## src/rtl/updown_counter.sv

```systemverilog
// updown_counter: synchronous up/down modulo counter with parallel load.
// Produces a binary count, a registered one-hot decode for an LED bar,
// a one-cycle wrap pulse and a combinational terminal-count flag.
module updown_counter #(
  parameter int WIDTH   = 3,
  parameter int MODULUS = 8
) (
  input  logic                    input_clock1_1,
  input  logic                    input_reset1_2,
  input  logic                    input_enable,
  input  logic                    input_down,
  input  logic                    input_load,
  input  logic [WIDTH-1:0]        input_data,
  output logic [WIDTH-1:0]        output_count,
  output logic [(1<<WIDTH)-1:0]   output_onehot,
  output logic                    output_tc,
  output logic                    output_wrap
);

  localparam int               ONEHOT_W  = 1 << WIDTH;
  localparam logic [WIDTH-1:0] MAX_COUNT = WIDTH'(MODULUS - 1);
  localparam logic [31:0]      MODULUS_U = MODULUS;

  logic [WIDTH-1:0]    load_value;
  logic [WIDTH-1:0]    count_next;
  logic                wrap_next;
  logic [ONEHOT_W-1:0] onehot_next;
  logic                at_max;
  logic                at_zero;

  assign at_max  = (output_count == MAX_COUNT);
  assign at_zero = (output_count == '0);

  // Terminal count depends only on the present count and direction, so a
  // direction change is visible immediately without waiting for an edge.
  assign output_tc = input_down ? at_zero : at_max;

  // Out-of-range load values are clamped to the top of the count range so
  // the count can never leave 0..MODULUS-1.
  always_comb begin
    load_value = MAX_COUNT;
    if (32'(input_data) < MODULUS_U) begin
      load_value = input_data;
    end
  end

  // Next-state selection: load beats counting, and a wrap is flagged only
  // when the count actually crosses the range boundary.
  always_comb begin
    count_next = output_count;
    wrap_next  = 1'b0;
    if (input_load) begin
      count_next = load_value;
    end else if (input_enable) begin
      if (!input_down) begin
        if (at_max) begin
          count_next = '0;
          wrap_next  = 1'b1;
        end else begin
          count_next = output_count + 1'b1;
        end
      end else begin
        if (at_zero) begin
          count_next = MAX_COUNT;
          wrap_next  = 1'b1;
        end else begin
          count_next = output_count - 1'b1;
        end
      end
    end
  end

  // Decode the next count so the registered one-hot lines up with the
  // registered binary count in the same cycle.
  always_comb begin
    onehot_next             = '0;
    onehot_next[count_next] = 1'b1;
  end

  // State registers; reset parks the counter at zero with bit 0 lit.
  always_ff @(posedge input_clock1_1 or posedge input_reset1_2) begin
    if (input_reset1_2) begin
      output_count  <= '0;
      output_onehot <= ONEHOT_W'(1);
      output_wrap   <= 1'b0;
    end else begin
      output_count  <= count_next;
      output_onehot <= onehot_next;
      output_wrap   <= wrap_next;
    end
  end

endmodule

```

## config.mk

```make
export PLATFORM = sky130hd
export DESIGN_NAME = updown_counter
export DESIGN_NICKNAME = d
export VERILOG_FILES = /design/src/rtl/updown_counter.sv
export SDC_FILE = /design/constraint.sdc
export NUM_CORES = 1
export LEC_CHECK = 0
export ABC_AREA = 1
export BUFFER_PORTS_ARGS = -buffer_cell sky130_fd_sc_hd__buf_4
export CAP_MARGIN = 0
export CELL_PAD_IN_SITES_DETAIL_PLACEMENT = 1
export CELL_PAD_IN_SITES_GLOBAL_PLACEMENT = 2
export CORE_UTILIZATION = 29
export DETAILED_ROUTE_END_ITERATION = 6
export PLACE_DENSITY_LB_ADDON = 0.25
export SLEW_MARGIN = 20
export SYNTH_ARGS = -nofsm -noshare
export SYNTH_HDL_FRONTEND = slang
export SYNTH_SLANG_ARGS = --single-unit
```

## constraint.sdc

```tcl
create_clock -name input_clock1_1 -period 2.3 [get_ports input_clock1_1]
set_input_delay 0.115 -clock input_clock1_1 [delete_from_list [all_inputs] [get_ports input_clock1_1]]
set_output_delay 0.115 -clock input_clock1_1 [all_outputs]
set_load 0.01 [all_outputs]
```

; ---- Word-level counts from Yosys, hierarchy flattened
; Cells that the tools add are included.
[word_totals]
input_bits = 8
word_cells = 23
reg_bits = 12
[classes]
reduce_logical = 2
muxes = 13
n_addsub = 2
magnitude_cmp = 2
n_eq_ne = 1
[ops]
columns = cell, count
row1 = $mux 3, 5
row2 = $mux 1, 7
row3 = $lt 3x4->1 const B, 1
row4 = $add 3x1->3 const B, 1
row5 = $demux 1 s3, 1
row6 = $eq 3x3->1 const B, 1
row7 = $ge 3x1->1 const B, 1
row8 = $logic_not 3->1, 1
row9 = $sub 3x1->3 const B, 1
row10 = $logic_and 1x1->1, 1

; ---- Longest topological paths before layout
[depth]
ltp_word = 9
ltp_mapped = 11
ltp_nobuf = 11

; ---- Least setup slack after synthesis
; No wires, ideal clock.
[synth_path]
kind = input port to flip-flop
from = in output_count[1]
to = reg output_onehot[3]
path_buffers = 0
arrival_time_ns = 1.298
path_slack_ns = 0.877
path_stages = 10
setup_ns = 0.125
cell_sequence = dfrtp_1 > ha_1 > ha_1 > nor2_1 > nor2_1 > nand2_1 > nand2_2 > nand2_4 > nand2_2 > nor2_1
[synth_via]
elab_chain_len = 9
word_cells_on_any_way = 14
[synth_rtl]
columns = element, line
row1 = "start, declared", 14  ; output logic [WIDTH-1:0] output_count,
row2 = "$add 3x1->3, or another cell as far along", 60  ; count_next = output_count + 1'b1;
row3 = "$mux 3, on equally long branches", "56, 63"
row4 = $mux 3, 55  ; if (!input_down) begin
row5 = $mux 3 (*), 54  ; end else if (input_enable) begin
row6 = $mux 3 (*), 52  ; if (input_load) begin
row7 = $lt 3x4->1 (implied by the code) / $ge 3x1->1 (equally long branches), 77  ; onehot_next[count_next] = 1'b1;
row8 = $logic_and 1x1->1 (implied by the code), 77
row9 = $mux 1 (implied by the code), 77
row10 = $demux 1 s3 (*), 77
row11 = via onehot_next[3], 27  ; logic [ONEHOT_W-1:0] onehot_next;
row12 = "end signal, assigned", 88  ; output_onehot <= onehot_next;
row13 = "end, declared", 15  ; output logic [(1<<WIDTH)-1:0] output_onehot,
; Mark *: on every way through the listed nets, which the timed path passes. The rest lies on a longest branch.

; ---- Final worst setup path
[layout_path]
from = in output_count[1]
to = out output_tc
[layout_via]
elab_chain_len = 2
word_cells_on_any_way = 3
[layout_rtl]
columns = element, line
row1 = $eq 3x3->1 / $logic_not 3->1 (equally long branches), "31, 32"
row2 = $mux 1 (*), 36  ; assign output_tc = input_down ? at_zero : at_max;
row3 = "end, declared", 16  ; output logic output_tc,
; Mark *: on every way between the ends. The rest lies on a longest branch, timed or not.

==> qor.txt <==
Hold EP: output_wrap
Post-layout nets: 103
# DRC: 0
VDD IR max: 277 µV
Core ar.: 1980 µm²
Sink Count: 12
Layout cells sized above 1: 42.2%
Post_cts resized: 0
Crit path DAT: 1.42 ns
Worst path bufs/invs: 1
Fillcell total: 232
Slowest stage delay, CP: 0.44 ns
Placed inst area: 797 µm²
Syn Nets: 77
DIE AREA: 2300 µm²
Seq cells post-synth: 12
Antenna violations before repair: 0
Final setup fails: 0
Worst hold path class: in2reg
Num CTS Buffers: 3
HP Start: input_load
Worst Reg-to-Reg Cells: 9
Mean Syn Cell Area: 9.43 µm²
Max cap viols: 0
Area of the multi-input gates: 270 µm²
FF/Latch Area: 302 µm²
Critical path data required time: 2.18 ns
Delay-heaviest family, CP: flip-flops
Leak: 0.448 nW
Post-synthesis mux area share: 0%
DIE WIDTH: 48.0 µm
Pre-Repair DR Iteration Count: 3
Dpl hpwl: 1.03 mm
Clock Skew: 0.00136 ns
Layout area overhead: 35.9%
CTS tree: yes
GRT Util Overall: 12.3%
Seq/Total Area, Yosys: 49.2%
Largest family of logic cells by synthesized area: simple AND/OR/NAND/NOR gates
Post-synth top area share: 44.9%
Slew Limit Fails: 0
Pin count of the biggest net entering global routing: 13
Simple-gate share of the synthesized area: 24.1%
Worst-path maximum fanout: 4
Post-route cell area: 833 µm²
Total gr overflow: 0
Worst path slowest cell: dfrtp_1
Vias: 496
H-tree depth: 1
Worst-path clk slew: 0.08 ns
Synth Area in Adders: 8.16%
Measured slew at the worst slew-check pin: 0.465 ns
Synth Area in Compound Gates: 10.4%
WHS Path Cells: 2
Post-Syn Area: 613 µm²
First-pass GRT wire length: 1.92 mm
Antenna Cells: 0
Final WL: 1.22 mm
# rows: 16
Count of cell types in the netlist: 18
Synthesis warning total: 0
CP startpoint kind: flip-flop
RSZ-0062 raised after global routing: false
Setup Buffers After CTS: 0
Largest area contributor in the netlist: dfrtp_1
Outcome: finished, final reports clean
DR WL/cell: 10.4 µm
Areal power density over the cells: 637 nW/µm²
Total Negative Setup Slacks: 0 ns
Clk_lat worst skew: 0.27 ns
Max_slew headroom: 68.9%
R2R Path Start: output_count[1]
Final ANT Viol Nets: 0
Max frequency: 0.653 GHz
Synth Instances: 65
Critical path depth in cells: 5
CTS Hold Bufs: 1
Number of global-route vias before repair: 450
CP endpoint kind: output port
Fin crit share: 66.6%
Cell Chain, Critical Path: ha_1, ha_1, nor2_1, nor2_1, buf_4
Drt first-iter violations: 5
Xor/xnor share of the synthesized area: 1.43%
Final Critical Period: 1.53 ns
GPL Wtd Cong: 0.664
Worst reg2reg endpoint: output_onehot[3]
Final hold violations: 0
Buffer depth of the longest clock path: 2
Reg2reg setup slack: 0.82 ns
Final design utilization: 42.0%
Port bufs: 20
Starting Density: 30.9%
Die Y: 48.0 µm
IO Pins: 21
Top area cells in the synthesized netlist: dfrtp_1, ha_1, nor2_1
Drt via density: 4.24
CP Class: reg2out
Hold WS: 0.0602 ns
Clock root cell: clkbuf_4
==> report_power, final <==
group	switching (mW)	total (mW)	internal, mW
combinational	0.0832	0.151	0.0679
sequential	0.0125	0.243	0.231
clock	0.0697	0.137	0.0670
total	0.165	0.531	0.366
==> layout by cell type, fill, tap and decap left out, drive strengths merged <==
| cell | n |
|---|---|
| a21oi | 4 |
| buf | 20 |
| clkbuf | 4 |
| dfrtp | 11 |
| dfstp | 1 |
| dlygate4sd3 | 1 |
| ha | 4 |
| inv | 11 |
| nand2 | 13 |
| nand3 | 3 |
| nor2 | 13 |
| nor4 | 1 |
| o21ai | 2 |
| or2 | 1 |
| xnor2 | 1 |
==> sequential cells by signal, summed over array words and instances (netlist names) <==
signal         cells
output_count       3
output_onehot      8
output_wrap        1
==> cell families after synthesis <==
family,Yosys count
buffers and inverters,11
DFF,12
xor gates and xnor gates,1
and+or+nand+nor,31
adders and majority gates,4
AOI/OAI and AO/OA,6
==> cell usage after synthesis, drive strengths merged <==
library cell and count:
nand2 13, nor2 13, dfrtp 11, inv 11
a21oi 4, ha 4, nand3 3, o21ai 2
dfstp 1, nor4 1, or2 1, xnor2 1
==> per-layer routing <==
metal / vias to the layer above / share of wire, % / track usage (%) / wire length, µm
met5: - / 0 / 0 / 0
met4: 0 / 1.3 / 3.33 / 16
met3: 2 / 5.0 / 5.28 / 61
met2: 18 / 44 / 18.4 / 530
met1: 226 / 50 / 16.2 / 607
li1: 250 / - / - / -
==> stage by stage <==
stage                     std cells  worst slack (ns)  power, mW
after global placement          112             0.837      0.397
after floorplan                  65             0.877      0.337
after detailed placement        112             0.806      0.401
after CTS                       117             0.750      0.537
after global routing            117             0.687      0.568
final                           117             0.768      0.531
==> area by class of cell <==
cell class / instances / share of cell area [%]
Timing Repair Buffer: 21 / 19.2
Inverter: 11 / 4.95
Sequential cell: 12 / 36.2
Multi-Input combinational cell: 42 / 32.4
Tap cell: 27 / 4.05
Clock buffer: 4 / 3.15
==> worst max-delay path by stage <==
| stage | slack [ns] | end | start |
|---|---|---|---|
| floorplan | 0.88 | output_onehot[3] | output_count[1] |
| global placement | 0.84 | output_onehot[2] | output_count[1] |
| detailed placement | 0.81 | output_onehot[1] | output_count[1] |
| CTS | 0.75 | output_tc | output_count[1] |
| global route | 0.69 | output_tc | output_count[1] |
| finish | 0.77 | output_tc | output_count[1] |
No activity file was read; power rests on OpenSTA's default activity.
